==> src/rtl/dispatch_unit.sv <==
`default_nettype none
// ============================================================================
// Module   : dispatch_unit
// Purpose  : Programmable instruction dispatcher for the reservation-station
//            issue bundle. It stores a small instruction program, decodes
//            each word, and issues up to two instructions per cycle. Issue
//            is throttled by the free-slot count that the station reports.
// Options  : DISPATCH_RAW_SPLIT_EN - withholds lane 1 when it reads the
//            destination register that lane 0 writes in the same bundle.
// Revision : 1.0 - initial release
// ============================================================================
module dispatch_unit #(
  parameter int SIZE       = 32,
  parameter int REG_NUM    = 8,
  parameter int ALUOP_BITS = 3,
  parameter int INPUT_ROWS = 2,
  parameter int MEM_ROWS   = 64,
  parameter int IMM_BITS   = 16,
  parameter int RB         = $clog2(REG_NUM),
  parameter int AB         = $clog2(MEM_ROWS),
  parameter int IW         = ALUOP_BITS + 1 + 3 * RB + IMM_BITS,
  parameter int FSW        = $clog2(INPUT_ROWS + 1)
) (
  input  logic                                    clk,
  input  logic                                    rst,
  input  logic                                    prog_we,
  input  logic [AB-1:0]                           prog_addr,
  input  logic [IW-1:0]                           prog_data,
  input  logic [AB:0]                             prog_len,
  input  logic                                    start,
  input  logic [FSW-1:0]                          free_slots,
  output logic [INPUT_ROWS-1:0][ALUOP_BITS-1:0]   new_ALUOp,
  output logic [INPUT_ROWS-1:0][RB-1:0]           new_src_reg1,
  output logic [INPUT_ROWS-1:0][RB-1:0]           new_src_reg2,
  output logic [INPUT_ROWS-1:0][RB-1:0]           new_dest_reg1,
  output logic [INPUT_ROWS-1:0]                   new_use_imm,
  output logic [INPUT_ROWS-1:0][SIZE-1:0]         new_imm,
  output logic [INPUT_ROWS-1:0]                   new_valid,
  output logic                                    busy,
  output logic                                    done
);

  localparam int PW = AB + 1;

  typedef enum logic [1:0] {
    S_IDLE = 2'd0,
    S_RUN  = 2'd1,
    S_DONE = 2'd2
  } state_t;

  state_t            r_state;
  logic [PW-1:0]     r_pc;
  logic [PW-1:0]     r_len;
  logic [IW-1:0]     r_mem [MEM_ROWS];

  logic [INPUT_ROWS-1:0][AB-1:0]         w_addr;
  logic [INPUT_ROWS-1:0][IW-1:0]         w_word;
  logic [INPUT_ROWS-1:0][ALUOP_BITS-1:0] w_op;
  logic [INPUT_ROWS-1:0]                 w_use_imm;
  logic [INPUT_ROWS-1:0][RB-1:0]         w_dest;
  logic [INPUT_ROWS-1:0][RB-1:0]         w_src1;
  logic [INPUT_ROWS-1:0][RB-1:0]         w_src2;
  logic [INPUT_ROWS-1:0][SIZE-1:0]       w_imm;

  logic [PW-1:0]         w_avail;
  logic [1:0]            w_n_fs;
  logic [1:0]            w_n_av;
  logic [1:0]            w_n_raw;
  logic [1:0]            w_n;
  logic [INPUT_ROWS-1:0] w_lane_en;
  logic [PW-1:0]         w_pc_next;

  // Lane 1 reads the word after lane 0. The address may wrap when fewer than
  // two words remain, but lane 1 is never enabled in that case.
  assign w_addr[0] = r_pc[AB-1:0];
  assign w_addr[1] = r_pc[AB-1:0] + AB'(1);

  for (genvar l = 0; l < INPUT_ROWS; l++) begin : g_lane
    assign w_word[l]    = r_mem[w_addr[l]];
    assign w_op[l]      = w_word[l][IW-1 -: ALUOP_BITS];
    assign w_use_imm[l] = w_word[l][IW-1-ALUOP_BITS];
    assign w_dest[l]    = w_word[l][3*RB+IMM_BITS-1 -: RB];
    assign w_src1[l]    = w_word[l][2*RB+IMM_BITS-1 -: RB];
    assign w_src2[l]    = w_word[l][RB+IMM_BITS-1 -: RB];
    assign w_imm[l]     = {{(SIZE-IMM_BITS){w_word[l][IMM_BITS-1]}},
                           w_word[l][IMM_BITS-1:0]};
  end

`ifdef DISPATCH_RAW_SPLIT_EN
  logic w_hazard;
  // Lane 1 depends on lane 0 when it reads lane 0's destination register.
  // src2 counts only when lane 1 does not select the immediate.
  assign w_hazard = (w_src1[1] == w_dest[0]) ||
                    (!w_use_imm[1] && (w_src2[1] == w_dest[0]));
`endif

  // Issue count for this cycle: min(free slots, remaining words, 2).
  always_comb begin
    w_avail = r_len - r_pc;
    w_n_fs  = (free_slots >= FSW'(2)) ? 2'd2 : 2'(free_slots);
    w_n_av  = (w_avail >= PW'(2)) ? 2'd2 : w_avail[1:0];
    w_n_raw = (w_n_fs < w_n_av) ? w_n_fs : w_n_av;
    w_n     = w_n_raw;
`ifdef DISPATCH_RAW_SPLIT_EN
    if ((w_n_raw == 2'd2) && w_hazard) begin
      w_n = 2'd1;
    end
`endif
    w_lane_en = {(w_n >= 2'd2), (w_n >= 2'd1)};
    w_pc_next = r_pc + PW'(w_n);
  end

  // The program can be loaded only while dispatch is stopped. Reset does not
  // clear the contents.
  always_ff @(posedge clk) begin
    if (prog_we && (r_state != S_RUN)) begin
      r_mem[prog_addr] <= prog_data;
    end
  end

  // Dispatch sequencer with registered bundle outputs.
  always_ff @(posedge clk) begin
    if (rst) begin
      r_state       <= S_IDLE;
      r_pc          <= '0;
      r_len         <= '0;
      new_valid     <= '0;
      new_ALUOp     <= '0;
      new_use_imm   <= '0;
      new_dest_reg1 <= '0;
      new_src_reg1  <= '0;
      new_src_reg2  <= '0;
      new_imm       <= '0;
    end else begin
      case (r_state)
        S_RUN: begin
          for (int l = 0; l < INPUT_ROWS; l++) begin
            new_valid[l]     <= w_lane_en[l];
            new_ALUOp[l]     <= w_lane_en[l] ? w_op[l]      : '0;
            new_use_imm[l]   <= w_lane_en[l] ? w_use_imm[l] : 1'b0;
            new_dest_reg1[l] <= w_lane_en[l] ? w_dest[l]    : '0;
            new_src_reg1[l]  <= w_lane_en[l] ? w_src1[l]    : '0;
            new_src_reg2[l]  <= w_lane_en[l] ? w_src2[l]    : '0;
            new_imm[l]       <= w_lane_en[l] ? w_imm[l]     : '0;
          end
          r_pc <= w_pc_next;
          if (w_pc_next == r_len) begin
            r_state <= S_DONE;
          end
        end
        default: begin
          new_valid     <= '0;
          new_ALUOp     <= '0;
          new_use_imm   <= '0;
          new_dest_reg1 <= '0;
          new_src_reg1  <= '0;
          new_src_reg2  <= '0;
          new_imm       <= '0;
          if (start) begin
            r_pc    <= '0;
            r_len   <= prog_len;
            r_state <= (prog_len == '0) ? S_DONE : S_RUN;
          end
        end
      endcase
    end
  end

  assign busy = (r_state == S_RUN);
  assign done = (r_state == S_DONE);

endmodule
`default_nettype wire

==> config.mk <==
export PLATFORM = sky130hd
export DESIGN_NAME = dispatch_unit
export DESIGN_NICKNAME = d
export VERILOG_FILES = /design/src/rtl/dispatch_unit.sv
export SDC_FILE = /design/constraint.sdc
export NUM_CORES = 2
export LEC_CHECK = 0
export ABC_AREA = 0
export CAP_MARGIN = 20
export CORE_ASPECT_RATIO = 1.5
export CORE_UTILIZATION = 59
export CTS_BUF_LIST = sky130_fd_sc_hd__clkbuf_8
export CTS_CLUSTER_DIAMETER = 120
export DETAILED_ROUTE_END_ITERATION = 12
export GPL_ROUTABILITY_DRIVEN = 0
export PLACE_DENSITY_LB_ADDON = 0.08
export SKIP_LAST_GASP = 1
export SYNTH_ARGS = -nofsm -noshare
export SYNTH_HDL_FRONTEND = slang
export SYNTH_SLANG_ARGS = --single-unit
==> constraint.sdc <==
create_clock -name clk -period 5.4 [get_ports clk]
set_clock_uncertainty 0.15 [all_clocks]
set_input_delay 1.08 -clock clk [delete_from_list [all_inputs] [get_ports clk]]
set_output_delay 1.08 -clock clk [all_outputs]
set_load 0.005 [all_outputs]
==> metrics.md <==
| Metric | Value |
|---|---|
| Status | `finished with violations` |
| Failing checks | `DRC` |
| Library cells used by synthesis | `66` |
| Die width | `321.0 um` |
| Post-CTS sizing | `0` |
| Layout cell share with drive strength beyond 1 | `0.3094` |
| Input/output buffers | `141` |
| CTS HTree Levels | `5` |
| Critical-path cell list | `inv_1 > ha_1 > fa_1 > nor2b_1 > o21a_1 > o21ai_0 > a211oi_2 > nand2_1 > ha_1 > nand2b_1 > a2bb2oi_1 > ha_1 > inv_1 > fa_1 > nand3b_1 > nor2_1 > xor2_1 > a41oi_1 > mux2_2 > nor2_1` |
| Critical path's largest stage delay | `about 0.48 ns` |
| Nets | `5278` |
| Async set-reset flop share out of synthesis | `0` |
| Synth Area in XOR/XNOR | `0.001653` |
| Pwr/cell area | `309.8 nW/um^2` |
| Final setup vio count | `0` |
| Setup TNS | `0 ns` |
| Slew @ Worst Pin | `1.160 ns` |
| CP required | `6.23 ns` |
| Worst Hold Class | `input pin to flip-flop` |
| Kind of cell adding the most delay to the critical path | `adder cells` |
| Register area | `57270 sq um` |
| RSZ-0062 raised after global routing | `no` |
| Syn Nets | `4988` |
| Crit end category | `flip-flop` |
| Number of global-route vias before repair | `56020` |
| CP Data Arrival Time | `around 5.8 ns` |
| FF-to-FF setup slack | `~0.42 ns` |
| Area Growth Syn to Fin | `11.15%` |
| Max-cap violations | `0` |
| Core area | `151500 sq um` |
| Grt ovf | `0` |
| Leak | `~0.031 uW` |
| Yosys top cell by area | `edfxtp_1` |
| Post-synth EDFFs | `1856` |
| CTS tree | `yes` |
| 1st-pass router iterations | `10` |
| Standard-cell rows | `approximately 180` |
| Num ports | `142` |
| Multi-input logic area | `30880 sq um` |
| GRT Total Usage | `0.4022` |
| WL/cell | `41.01 um` |
| Fill count | `10390` |
| Crit path max-delay cell type | `fa_1` |
| Leading post-synthesis cells by cell area | `edfxtp_1 (62%), mux4_2 (22%), mux2i_1 (2.4%)` |
| Top_reg_cell synth | `edfxtp_1` |
| Count leader, synth | `edfxtp_1` |
| CP startpoint kind | `flip-flop` |
| Top cell type's share of synthesized area | `0.6188` |
| Max VDD drop | `274.5 uV` |
| Clk Latency, worst-skew pair | `1.07 ns` |
| Final hold violation count | `0` |
| Number of synthesized register bits | `approximately 1900` |
| Clock-pin slew on the worst setup and hold paths | `0.07 ns` |
| Warnings from Yosys | `0` |
| Mapped Cells | `4925` |
| CTS Sinks | `~1900` |
| Area fraction in compound gates after synthesis | `0.03793` |
| Worst slew margin | `0.2198` |
| Full die area | `154200 sq um` |
| Post-CTS Hold Buffers | `0` |
| Seq/Total Area, Yosys | `0.6357` |
| First-pass GRT wire length | `421700 um` |
| Most instantiated cells after synthesis | `edfxtp_1 (1856), mux4_2 (873), nand2_1 (481)` |
| Min cycle time layout | `4.977 ns` |
| Synthesized cell area | `approximately 90000 sq um` |
| ANT nets after route | `0` |
| Via/cell ratio | `7.477` |
| Simple logic cell fraction of the synthesized area | `0.04416` |
| Post-DP HPWL | `185000 um` |
| Routed vias | `around 56000` |
| DRC | `2` |
| DRT iter0 DRCs | `8115` |
| Largest net degree at the start of global routing | `120` |
| CTS Buf Count | `301` |
| Worst-path maximum fanout | `4` |
| Final period util | `0.9216` |
| Syn_area_per_cell | `18.29 sq um` |
| Root Buffer | `clkbuf_8` |
| Initial Util | `0.5944` |
| Multiplexer share of the synthesized area | `0.2503` |
| Initial antenna violation count | `31` |
| Max Slew Vio Count | `0` |
| Buf/Inv on CP | `2` |
| Tightest hold margin | `0.2057 ns` |
| Worst setup path class | `flip-flop to flip-flop` |
| CP dominant cell by count | `ha_1` |
| Post-Synth Adder-Cell Area | `0.002251` |
| Max Root-Sink Buffers | `4` |
| F_max | `200.9 MHz` |
| Die height | `~480 um` |
| Largest family of logic cells by synthesized area | `multiplexers` |
| Routed Wire Length | `approximately 300000 um` |
| Setup bufs post-CTS | `0` |
worst paths after layout:
kind,startpoint,to,cells after the start
min,prog_data[7],r_mem[9][7],1
max reg2reg,r_len[0],r_state[1],20
min reg2reg,r_len[6],r_len[6],2
max,r_len[0],r_state[1],20
flip-flops by register name, indices dropped and copies added (netlist names):
| signal | cells |
|---|---|
| r_state | 2 |
| r_mem | 1856 |
| r_len | 7 |
| r_pc | 7 |
| new_ALUOp | 6 |
| new_dest_reg1 | 6 |
| new_imm | 32 |
| new_src_reg1 | 6 |
| new_src_reg2 | 6 |
| new_use_imm | 2 |
| new_valid | 2 |
per-stage QoR:
step                power [uW]  setup WS (ns)  instance area (sq um)  cells    util
CTS                      31020         0.3871                  99920   7453  0.6594
global route             31800       0.006009                 100100   7463  0.6605
finish                   31010         0.4234                 100100   7473  0.6607
detailed placement       19940         0.4299                  94610   6939  0.6244
floorplan                18930         0.2207                  90060   4925       -
global placement         19920         0.4577                  94600   6938  0.6244
placed cells by master (no fill, tap or decap), drive strengths merged, types with 5 or more instances in the layout:
master,Yosys,final
a21oi,130,130
nand2b,5,5
or2,6,6
nor3,7,7
o221ai,25,25
buf,294,286
o22ai,30,30
ha,13,13
mux4,873,873
a22o,8,8
and2,61,61
nand3b,7,7
clkbuf,117,321
nor2,138,138
a221oi,74,74
nand3,27,27
nand2,481,481
dfxtp,76,76
nor4,57,57
inv,14,115
edfxtp,1856,1856
xnor2,12,12
o211ai,7,7
mux2,60,60
a311oi,5,5
o21ai,66,66
diode,0,12
nor2b,14,14
and3,66,66
clkdlybuf4s50,0,112
clkinvlp,0,5
a22oi,79,79
a32oi,8,8
a21o,7,7
xor2,5,5
mux2i,220,220
a211oi,20,20
a31oi,21,21
clkinv,2,85
metal layers:
| metal | track usage | part of all wire | vias to the layer above | wire length [um] |
|---|---|---|---|---|
| met5 | 0 | 0.00033 | - | 100 |
| met4 | 0.2619 | 0.075 | 16 | 22990 |
| met3 | 0.1044 | 0.13 | 1058 | 38860 |
| met2 | 0.6330 | 0.48 | 4482 | 146600 |
| met1 | 0.4971 | 0.32 | 29130 | 97880 |
| li1 | - | - | 21200 | - |
report_power, final:
part,total (uW),internal [uW],switching [uW]
clock,11400,5650,5700
sequential,16600,16500,86.7
combinational,3060,1380,1690
cells by family (layout without fill, tap and decap cells):
logic type	after synthesis	count (layout)
other cells	0	12
fa+ha+maj	15	15
xor+xnor	17	17
mux	1153	1153
simple gates	878	878
compound gates	503	503
buf+inv	427	928
flops	1932	1932
final cells by class:
type                            count  area share
Sequential cell                  1932      0.5721
Multi-Input combinational cell   2566      0.3084
Clock buffer                      321     0.04413
Timing Repair Buffer              398     0.04008
Tap cell                         2035     0.02543
Clock inverter                    193    0.008849
Inverter                           16   0.0006499
Antenna cell                       12   0.0003000
No activity file was read; power rests on OpenSTA's default activity.
